`src/rtl/dc_pid_seq.sv`:
```
// dc_pid_seq: control sequencer for the 14-bit PID datapath.
// Each go strobe runs one error/integral update, then per term
// (P, I, D) a coefficient fetch, a Booth multiply and a saturated
// accumulate into the duty register.
//
// Build option: define DC_PID_DTERM_EN to run the derivative term.
// Without it the update ends after the I term and preverr is idle.
//
// Ports:
//   i_clk            clock
//   i_rst            synchronous reset, active-high
//   i_go             one-cycle sample-ready strobe
//   i_c_prod[1:0]    datapath prod[1:0] (Booth pair)
//   i_eep_rd_vld     EEPROM read data valid
//   o_eep_rd_req     EEPROM read request
//   o_eep_addr[1:0]  EEPROM read address
//   o_c_asel[2:0]    A-mux select
//   o_c_bsel[2:0]    B-mux select
//   o_c_err .. o_c_pid  datapath register enables
//   o_c_init_prod, o_c_subtract, o_c_multsat,
//   o_c_clr_duty, o_c_eep_reg  datapath controls
//   o_busy           update in progress
//   o_done           one-cycle pulse, update complete
//   o_ovr            one-cycle pulse, go dropped
module dc_pid_seq #(
   parameter logic [1:0] ADDR_XSET = 2'd0,
   parameter logic [1:0] ADDR_KP   = 2'd1,
   parameter logic [1:0] ADDR_KI   = 2'd2,
   parameter logic [1:0] ADDR_KD   = 2'd3,
   parameter int         MULT_ITER = 14
) (
   input  logic       i_clk,
   input  logic       i_rst,
   input  logic       i_go,
   input  logic [1:0] i_c_prod,
   input  logic       i_eep_rd_vld,
   output logic       o_eep_rd_req,
   output logic [1:0] o_eep_addr,
   output logic [2:0] o_c_asel,
   output logic [2:0] o_c_bsel,
   output logic       o_c_err,
   output logic       o_c_duty,
   output logic       o_c_sumerr,
   output logic       o_c_xset,
   output logic       o_c_preverr,
   output logic       o_c_pid,
   output logic       o_c_init_prod,
   output logic       o_c_subtract,
   output logic       o_c_multsat,
   output logic       o_c_clr_duty,
   output logic       o_c_eep_reg,
   output logic       o_busy,
   output logic       o_done,
   output logic       o_ovr
);

   localparam int CW = $clog2(MULT_ITER);
   localparam logic [CW-1:0] LAST_IT =
      CW'(MULT_ITER - 1);

   localparam logic [2:0] A_XMEAS = 3'd1;
   localparam logic [2:0] A_ERR   = 3'd2;
   localparam logic [2:0] A_PROD  = 3'd3;
   localparam logic [2:0] A_DUTY  = 3'd4;
   localparam logic [2:0] A_ZERO  = 3'd7;

   localparam logic [2:0] B_XSET  = 3'd0;
   localparam logic [2:0] B_SUM   = 3'd1;
   localparam logic [2:0] B_PREV  = 3'd2;
   localparam logic [2:0] B_ZERO  = 3'd3;
   localparam logic [2:0] B_PID   = 3'd4;

   typedef enum logic [3:0] {
      S_CLR,
      S_FXS,
      S_IDLE,
      S_ERR,
      S_SUM,
      S_FK,
      S_LD,
      S_BOOTH,
      S_SAT,
      S_ACC,
      S_PREV
   } state_t;

   typedef enum logic [1:0] {
      T_P,
      T_I,
      T_D
   } term_t;

   state_t        r_state;
   state_t        w_state_nxt;
   term_t         r_term;
   term_t         w_term_nxt;
   logic          r_pending;
   logic          w_pending_nxt;
   logic [CW-1:0] r_cnt;
   logic [CW-1:0] w_cnt_nxt;
   logic [1:0]    w_kaddr;
   logic          w_last;

   always_ff @(posedge i_clk) begin
      if (i_rst) begin
         r_state   <= S_CLR;
         r_term    <= T_P;
         r_pending <= 1'b0;
         r_cnt     <= '0;
      end else begin
         r_state   <= w_state_nxt;
         r_term    <= w_term_nxt;
         r_pending <= w_pending_nxt;
         r_cnt     <= w_cnt_nxt;
      end
   end

   assign w_kaddr = (r_term == T_P) ? ADDR_KP :
                    (r_term == T_I) ? ADDR_KI :
                                      ADDR_KD;

`ifdef DC_PID_DTERM_EN
   assign w_last = (r_term == T_D);
`else
   assign w_last = (r_term == T_I);
`endif

   always_comb begin
      w_state_nxt   = r_state;
      w_term_nxt    = r_term;
      w_pending_nxt = r_pending;
      w_cnt_nxt     = r_cnt;
      o_eep_rd_req  = 1'b0;
      o_eep_addr    = ADDR_XSET;
      o_c_asel      = A_ZERO;
      o_c_bsel      = B_ZERO;
      o_c_err       = 1'b0;
      o_c_duty      = 1'b0;
      o_c_sumerr    = 1'b0;
      o_c_xset      = 1'b0;
      o_c_preverr   = 1'b0;
      o_c_pid       = 1'b0;
      o_c_init_prod = 1'b0;
      o_c_subtract  = 1'b0;
      o_c_multsat   = 1'b0;
      o_c_clr_duty  = 1'b0;
      o_c_eep_reg   = 1'b0;
      o_busy        = 1'b0;
      o_done        = 1'b0;
      o_ovr         = 1'b0;

      // One strobe may queue behind a running update;
      // a further one is dropped and flagged.
      if (i_go && (r_state != S_IDLE)) begin
         if (r_pending) begin
            o_ovr = 1'b1;
         end else begin
            w_pending_nxt = 1'b1;
         end
      end

      unique case (r_state)
         S_CLR: begin
            o_c_clr_duty = 1'b1;
            o_c_sumerr   = 1'b1;
`ifdef DC_PID_DTERM_EN
            o_c_preverr  = 1'b1;
`endif
            w_state_nxt  = S_FXS;
         end
         S_FXS: begin
            o_eep_rd_req = 1'b1;
            o_eep_addr   = ADDR_XSET;
            if (i_eep_rd_vld) begin
               o_c_eep_reg = 1'b1;
               o_c_xset    = 1'b1;
               w_state_nxt = S_IDLE;
            end
         end
         S_IDLE: begin
            if (i_go || r_pending) begin
               w_pending_nxt = 1'b0;
               w_term_nxt    = T_P;
               w_state_nxt   = S_ERR;
            end
         end
         S_ERR: begin
            o_busy       = 1'b1;
            o_c_asel     = A_XMEAS;
            o_c_bsel     = B_XSET;
            o_c_subtract = 1'b1;
            o_c_err      = 1'b1;
            w_state_nxt  = S_SUM;
         end
         S_SUM: begin
            o_busy      = 1'b1;
            o_c_asel    = A_ERR;
            o_c_bsel    = B_SUM;
            o_c_sumerr  = 1'b1;
            w_state_nxt = S_FK;
         end
         S_FK: begin
            o_busy       = 1'b1;
            o_eep_rd_req = 1'b1;
            o_eep_addr   = w_kaddr;
            if (i_eep_rd_vld) begin
               o_c_eep_reg = 1'b1;
               o_c_pid     = 1'b1;
               w_state_nxt = S_LD;
            end
         end
         S_LD: begin
            o_busy        = 1'b1;
            o_c_init_prod = 1'b1;
            w_cnt_nxt     = '0;
            w_state_nxt   = S_BOOTH;
            unique case (r_term)
               T_P: begin
                  o_c_asel = A_ERR;
                  o_c_bsel = B_ZERO;
               end
               T_I: begin
                  o_c_asel = A_ZERO;
                  o_c_bsel = B_SUM;
               end
               default: begin
                  o_c_asel     = A_ERR;
                  o_c_bsel     = B_PREV;
                  o_c_subtract = 1'b1;
               end
            endcase
         end
         S_BOOTH: begin
            o_busy   = 1'b1;
            o_c_asel = A_PROD;
            unique case (i_c_prod)
               2'b01: o_c_bsel = B_PID;
               2'b10: begin
                  o_c_bsel     = B_PID;
                  o_c_subtract = 1'b1;
               end
               default: o_c_bsel = B_ZERO;
            endcase
            // prod shifts every cycle, so SAT must follow
            // the last iteration with no gap.
            if (r_cnt == LAST_IT) begin
               w_cnt_nxt   = '0;
               w_state_nxt = S_SAT;
            end else begin
               w_cnt_nxt = r_cnt + CW'(1);
            end
         end
         S_SAT: begin
            o_busy      = 1'b1;
            o_c_asel    = A_PROD;
            o_c_bsel    = B_ZERO;
            o_c_multsat = 1'b1;
            // P seeds duty directly; later terms add to it.
            if (r_term == T_P) begin
               o_c_duty    = 1'b1;
               w_term_nxt  = T_I;
               w_state_nxt = S_FK;
            end else begin
               o_c_pid     = 1'b1;
               w_state_nxt = S_ACC;
            end
         end
         S_ACC: begin
            o_busy   = 1'b1;
            o_c_asel = A_DUTY;
            o_c_bsel = B_PID;
            o_c_duty = 1'b1;
            if (w_last) begin
`ifdef DC_PID_DTERM_EN
               w_state_nxt = S_PREV;
`else
               o_done      = 1'b1;
               w_state_nxt = S_IDLE;
`endif
            end else begin
               w_term_nxt  = T_D;
               w_state_nxt = S_FK;
            end
         end
         S_PREV: begin
            o_busy      = 1'b1;
            o_c_asel    = A_ERR;
            o_c_bsel    = B_ZERO;
            o_c_preverr = 1'b1;
            o_done      = 1'b1;
            w_state_nxt = S_IDLE;
         end
         default: begin
            w_state_nxt = S_CLR;
         end
      endcase
   end

endmodule

```
`config.mk`:
```
export PLATFORM = sky130hd
export DESIGN_NAME = dc_pid_seq
export DESIGN_NICKNAME = d
export VERILOG_FILES = /design/src/rtl/dc_pid_seq.sv
export SDC_FILE = /design/constraint.sdc
export NUM_CORES = 1
export LEC_CHECK = 0
export ABC_AREA = 1
export ABC_CLOCK_PERIOD_IN_PS = 1700
export CAP_MARGIN = 15
export CORE_AREA = 2 2 48 50
export CTS_CLUSTER_SIZE = 16
export DETAILED_ROUTE_END_ITERATION = 10
export DIE_AREA = 0 0 50 52
export PLACE_DENSITY_LB_ADDON = 0.15
export RECOVER_POWER = 100
export SYNTH_ARGS = -nofsm -noshare
export SYNTH_HDL_FRONTEND = slang
export SYNTH_SLANG_ARGS = --single-unit
export TNS_END_PERCENT = 5
```
`constraint.sdc`:
```
create_clock -name i_clk -period 1.7 [get_ports i_clk]
set_input_delay 0.425 -clock i_clk [delete_from_list [all_inputs] [get_ports i_clk]]
set_output_delay 0.425 -clock i_clk [all_outputs]
set_load 0.01 [all_outputs]
```
# --- Word-level counts from Yosys, hierarchy flattened ---
# Index checks and enable logic that the tools add are counted.
# W data, S select, Z words.
word_totals:
  register_bits: 11
  latch_bits: 0
  ramBits: 0
  romBits: 0
  memories: 0
op_classes:
  addsub: 1
  multipliers: 0
  n_div: 0
  order_cmp: 0
  eq_ne: 21
  shift: 0
  muxes: 46
  n_bitwise: 0
  n_reduce_logical: 15
ops:
  columns: ["op", "n"]
  rows:
  - ["$pmux W4 S11", 1]
  - ["$pmux W3 S5", 2]
  - ["$mux W4", 6]
  - ["$mux W1", 22]
  - ["$eq A4 B3 Y1 const B", 4]
  - ["$eq A4 B4 Y1 const B", 4]
  - ["$ne A2 B2 Y1 const B", 6]
  - ["$reduce_or A2 Y1", 6]
  - ["$mux W2", 5]
  - ["$mux W3", 3]
  - ["$eq A4 B2 Y1 const B", 2]
  - ["$pmux W4 S2", 1]
  - ["$reduce_and A4 Y1", 2]
  - ["$reduce_or A8 Y1", 1]
  - ["$pmux W1 S2", 3]
  - ["$pmux W2 S3", 1]
  - ["$add A4 B1 Y4 const B", 1]
  - ["$eq A2 B1 Y1 const B", 2]
  - ["$eq A4 B1 Y1 const B", 1]
  - ["$logic_not A4 Y1", 1]
  - ["$ne A4 B2 Y1 const B", 1]
  - ["$pmux W2 S2", 1]
  - ["$pmux W1 S3", 1]
  - ["$reduce_bool A3 Y1", 1]
  - ["other kinds (5)", 5]

# --- Longest topological paths before layout ---
# Gate-level depths: netlist (run 1).
logic_depth:
  ltp_word: 5
  ltp_mapped: 9
  mapped_depth_nobuf: 8

# --- Worst setup path before layout (run 1) ---
# Ideal clock, no wire load.
synth_timing:
  kind: "register -> output"
  start: "register r_state[1]"
  end: "output o_c_bsel[1]"
  arrival_ps: 1193
  path_slack_ps: 82
  path_stages_with_launch: 9
  path_buffers: 1
  path_cell_list: "dfxtp_1 > buf_2 > nand2_2 > nor2_2 > nor2_2 > o21ai_0 > nand2_1 > inv_1 > o21ai_0"
synth_between:
  elab_chain_cells: 2
  elab_cells_between_ends: 6
  cone_classes: "eq/ne (5); mux (1)"
synth_lines:
  columns: ["item", "line_no", "source"]
  rows:
  - ["start: declaration", "93", "state_t r_state;"]
  - ["start signal: assignment", "111", "r_state <= w_state_nxt;"]
  - ["$eq A4 B4 Y1 (tied with other cells)", "162", "unique case (r_state)"]
  - ["$pmux W3 S5 (*)", "162", null]
  - ["end: declaration", "40", "output logic [2:0] o_c_bsel,"]
# Every way passes the cells marked *; elsewhere a longest branch is shown, timed or not.

# --- Worst setup path in the final report (run 1) ---
layout_timing:
  start: "register r_state[3]"
  end: "output o_eep_addr[1]"
layout_between:
  elab_chain_cells: 2
layout_lines:
  columns: ["item", "line_no", "source"]
  rows:
  - ["$eq A4 B3 Y1", "162", null]
  - ["$mux W2", "162", null]
  - ["end: declaration", "38", "output logic [1:0] o_eep_addr,"]
# Every way passes these cells.

==> results of run 1 <==
[power breakdown]
group,switching [mW],internal [mW]
Combinational,0.258,0.222
Sequential,0.0339,0.275
Clock,0.0918,0.0910
Total,0.383,0.588
[cell type report]
type	count	area [um2]	share of cell area, %
multi-input combinational	117	699	42.3
timing repair buffer	74	559	33.9
sequential	11	233	14.1
inverter	23	98.8	5.98
tap	28	35.0	2.12
clock buffer	4	26.3	1.59
[metal layers]
metal | vias up | part of all wire (%)
li1 | 633 | -
met1 | 581 | 37
met4 | 0 | 4.9
met2 | 62 | 52
met5 | - | 0
met3 | 20 | 6.0
[registers in the layout, indices dropped and copies added (netlist names)]
signal,cells
r_cnt,4
r_pending,1
r_state,4
r_term,2
[stage by stage]
stage	util [%]	cell area (um2)	TNS, ps	power [mW]	instances
global route	78.4	1650	-2670	1.03	257
CTS	73.3	1540	-2590	0.883	253
floorplan	-	873	0	0.482	153
finish	78.4	1650	-1670	0.972	257
detailed placement	69.2	1460	-7140	0.707	244
global placement	69.2	1460	-6900	0.700	244
[cell families (layout without fill, tap and decap cells)]
logic type	Yosys count	after routing	share of synthesized area [%]
AO/OA/AOI/OAI	18	18	10.6
adder cells (fa/ha/maj)	3	3	4.30
flip-flops	11	11	25.2
XOR/XNOR	3	3	3.01
buffers and inverters	25	101	10.9
AND/OR/NAND/NOR	93	93	46.0
[timing repair]
action                                  4_1_cts  5_1_grt
endpoints found under the setup margin       23       21
gates resized for setup                      92       60
setup buffers                                 5        4
hold buffers                                  0        0
pin swaps                                     9       12
[worst paths after layout]
path              cells past startpoint                       to
setup reg to reg                     10  r_state[1]$_SDFFE_PP0P_
setup / recovery                      6            o_eep_addr[1]
hold reg to reg                       2    r_cnt[2]$_SDFFE_PP0P_
hold / removal                        2    r_cnt[2]$_SDFFE_PP0P_
[cell usage after synthesis]
master,n
nand2_1,42
nor2_1,25
inv_1,18
dfxtp_1,11
nand3_1,11
a21oi_1,9
o21ai_0,7
inv_2,5
nand2_2,4
nor2_2,4
ha_1,3
nand4_1,3
nor3_1,3
xor2_1,2
a211oi_1,1
buf_1,1
buf_2,1
nor2_4,1
o21ai_1,1
xnor2_1,1
[worst max-delay path, delay by kind of cell, from the launching register on]
family / cells / cell delay (ps)
flip-flops: 1 / 380
AND/OR/NAND/NOR: 3 / 380
buffers and inverters: 3 / 420
==> flow_summary.ini, run 1 <==
[run_status]
status = complete, but fails checks
violations = negative setup slack

[worst_setup_path]
crit_path_start_kind = flip-flop
cpPeakStageDelay_ps = 380
cp-startpoint = r_state[3]$_SDFFE_PP0P_
path_cells = buf_6, nor2_4, nand2_1, buf_4, nor2_1, buf_2
ff2ff_setup_slack_ps = 140
required_ps = 1270
worst_setup_path_end_kind = output port
cp_max_fo = 5
timing.rr.start = r_state[3]$_SDFFE_PP0P_
cp_slowest_cell = dfxtp_4
path_class = flip-flop to output port
cp.arrival_ps = 1450

[route]
drt_iter0_drc = 33
wl_per_cell_um = 13.5
detail-route-antenna-nets = 0
via_count = 1296
drt-pass1-iter-count = 4
drc_errors = 0
routed_wirelength_um = 3480
vias_per_cell = 5.04

[timing]
hold_violations = 0
skew_ps = 5.19
hold_slack_ps = 511
slew_headroom_pct = 78.5
drv_slew = 0
period_needed_ps = 1870
setup_viol = 15
max_freq_mhz = 534
finalCritPeriodShare_pct = 110
grt_setup_unrepaired = true
setup_slack_ps = -172
tightest_slew_ps = 319

[global_routing]
grt_use_met2_pct = 48.5
grt_antenna_before_repair = 0
groute.usage.overall_pct = 24.4
grt_util_met3_pct = 2.59
grt_pass1_wl_um = 4860
grt_pass1_vias = 1189
grt.met1_usage_pct = 25.8
grt_overflow = 0
grt_max_degree = 7
grt_most_used_layer = met2

[synthesis]
synth.net_count = 162
synth_top_cell_area_share_pct = 25.2
synthTopCellsByArea = dfxtp_1, nand2_1, nor2_1
seq_area_frac_synth_pct = 25.2
synth_cell_types = 20
synth_largest_area_cell = dfxtp_1
syn_area_um2 = 873
yosysWarnings = 0
syn_inst = 153
synth_seq_cells = 11
synth_area_per_cell_um2 = 5.71

[die]
coreArea_mm2 = 0.00211
row_count = 17
die-area_mm2 = 0.00260
initial_utilization_pct = 41.5
die_h_um = 52
die_w_um = 50
ios = 29

[min_path]
hold_class = flip-flop to flip-flop
hold_start = r_cnt[2]$_SDFFE_PP0P_

[cts]
clk_pin_slew_worst_paths_ps = 70
cts_sinks = 11
root_buffer = clkbuf_4
cts_made_buffers = 3
clk_path_buf_depth = 2
cts_tree = built
htree_levels = 1
clk_latency_ps = 280

[place]
pre_cts_slack_ps = -708
globalplace.congestion = 0.936
dp_hpwl_um = 2160
io_buffer_count = 28

[final_layout]
layout_commonest_cell = buf_4
fin_nets = 239
most-common-layout-cells = buf_4, nand2_1, nor2_1
fillers = 150
area_growth_pct = 89.1
n_antenna_cell = 0
drive_gt1_share_pct = 51.1

[pwr]
pwr_density_cell_mw_per_mm2 = 588
ir_worst_vdd_uv = 583
leakagePower_nw = 0.895

[job]
maxCapViolations = 0
No activity file was read; power rests on OpenSTA's default activity.
==> run 2, diff against run 1 <==
Settings changed: CAP_MARGIN 15 to 20.
==> results of run 2 <==
Same layout as run 1: the final DEF is identical, and so are final timing and power.
==> run 3, diff against run 2 <==
Settings changed: ABC_CLOCK_PERIOD_IN_PS 1700 to 2070, CAP_MARGIN 20 to 30.
Clock period 1.7 ns to 2.07 ns, I/O delays scaled along.
==> run 3 against run 2 <==
Compared with the run above:
- the flow still finishes with violations (negative setup slack)
- non-clock buffer count down 19
- largest cell class unchanged
- highest routed layer unchanged
- sequential cell count unchanged
- register-to-register slack better by 390 ps
- worst hold slack worse by 9.3 ps
- sequential share of layout area up 2.4 points
- cell count down 7.4%
==> flow_summary.ini, run 3 (synthesis gave the netlist of run 1 again) <==
[timing]
hold_violations = 0
finalCritPeriodShare_pct = 108
skew_ps = 2.11
setup_slack_ps = -166
period_needed_ps = 2240
setup_viol = 8
slew_headroom_pct = 75.8
drv_slew = 0
tightest_slew_ps = 361
max_freq_mhz = 447
tns_ps = -453
grt_setup_unrepaired = true

[worst_setup_path]
cp-startpoint = r_state[1]$_SDFFE_PP0P_
worst_setup_path_end_kind = output port
ff2ff_setup_slack_ps = 530
cp_slowest_cell = clkdlybuf4s50_1
cp.arrival_ps = 1720
critical_path.top_delay_family = buffers and inverters
path_buf_inv = 4
path_cells = inv_2, nor2_2, nand2_2, inv_1, buf_4, clkdlybuf4s50_1
cpPeakStageDelay_ps = 520
timing.rr.start = r_state[3]$_SDFFE_PP0P_
crit_path_start_kind = flip-flop
required_ps = 1550
cp_max_fo = 7
endpoint = o_c_init_prod
path_class = flip-flop to output port
reg2reg_to = r_state[2]$_SDFFE_PP0P_
cp.depth = 6
r2r_cells = 10

[run_status]
violations = negative setup slack
status = complete, but fails checks

[cts]
cts_hold_buf = 0
clk_path_buf_depth = 2
clk_latency_ps = 260
htree_levels = 1
root_buffer = clkbuf_4
postCtsSetupRepairBufs = 0
cts_sinks = 11
cts_tree = built
clk_pin_slew_worst_paths_ps = 70
cts_made_buffers = 3

[route]
drc_errors = 0
drt_iter0_drc = 30
detail-route-antenna-nets = 0
wl_per_cell_um = 11.0
drt-pass1-iter-count = 4
via_count = 1128
vias_per_cell = 4.74
routed_wirelength_um = 2620

[global_routing]
grt_antenna_before_repair = 0
grt_max_degree = 10
grt_overflow = 0
grt_pass1_vias = 1080
grt_pass1_wl_um = 4470
groute.usage.overall_pct = 22.2

[final_layout]
n_antenna_cell = 0
most-common-layout-cells = nand2_1, buf_4, nor2_1
top_regs = r_cnt x4, r_state x4, r_term x2
fin_util_pct = 66.5
final_design_area_no_fill_mm2 = 0.00140
area_growth_pct = 60.3
drive_gt1_share_pct = 23.8
layout_commonest_cell = nand2_1
fin_nets = 220

[die]
initial_utilization_pct = 41.5
die_h_um = 52
die_w_um = 50
row_count = 17
ios = 29
coreArea_mm2 = 0.00211
die-area_mm2 = 0.00260

[pwr]
pwr_density_cell_mw_per_mm2 = 483
p_total_uw = 676
ir_worst_vdd_uv = 424
leakagePower_nw = 0.782

[place]
pre_cts_slack_ps = -514
place_area_mm2 = 0.00138
globalplace.congestion = 0.896
io_buffer_count = 28
dp_hpwl_um = 2130

[min_path]
hold_class = flip-flop to flip-flop

[job]
maxCapViolations = 0
run 3: layout make-up:
| type | count | area, um2 |
|---|---|---|
| Multi-Input combinational cell | 117 | 581 |
| Timing Repair Buffer | 55 | 442 |
| Inverter | 23 | 86.3 |
| Fill cell | 214 | 706 |
| Tap cell | 28 | 35.0 |
| Clock buffer | 4 | 26.3 |
| Sequential cell | 11 | 230 |
run 3: through the flow:
step | instances | hold slack (ps)
6_report | 238 | 502
3_3_place_gp | 234 | 485
4_1_cts | 238 | 502
2_1_floorplan | 153 | 471
3_5_place_dp | 234 | 493
5_1_grt | 238 | 547
run 3: worst min-delay path, cell delays in order (launching register included):
cell,delay (ps)
dfxtp_1,340
nand3_1,80
nand2_1,40
run 3: worst min path at each step:
stage | startpoint | to | depth (start not counted)
3_5_place_dp | r_term[1]$_SDFFE_PP0P_ | r_term[1]$_SDFFE_PP0P_ | 2
2_1_floorplan | r_term[1]$_SDFFE_PP0P_ | r_term[1]$_SDFFE_PP0P_ | 2
6_report | r_term[1]$_SDFFE_PP0P_ | r_term[1]$_SDFFE_PP0P_ | 2
5_1_grt | r_cnt[2]$_SDFFE_PP0P_ | r_cnt[2]$_SDFFE_PP0P_ | 2
3_3_place_gp | r_cnt[3]$_SDFFE_PP0P_ | r_cnt[3]$_SDFFE_PP0P_ | 2
4_1_cts | r_term[1]$_SDFFE_PP0P_ | r_term[1]$_SDFFE_PP0P_ | 2
run 3: timing repair:
| action | 4_1_cts | 5_1_grt |
|---|---|---|
| pin swaps | 1 | 0 |
| gates resized for setup | 37 | 16 |
| endpoints found under the setup margin | 23 | 16 |
run 3: per-layer routing:
metal / GRT usage [%] / routed length [um] / vias up
met5: 0 / 0 / -
met4: 6.48 / 9 / 0
met3: 2.01 / 72 / 2
met2: 41.9 / 1370 / 24
met1: 26.3 / 1170 / 507
li1: - / - / 595
run 3: where the power goes:
part           internal (mW)  switching, mW  total, mW
clock network         0.0745         0.0676      0.142
registers              0.226         0.0179      0.244
logic                  0.134          0.156      0.290
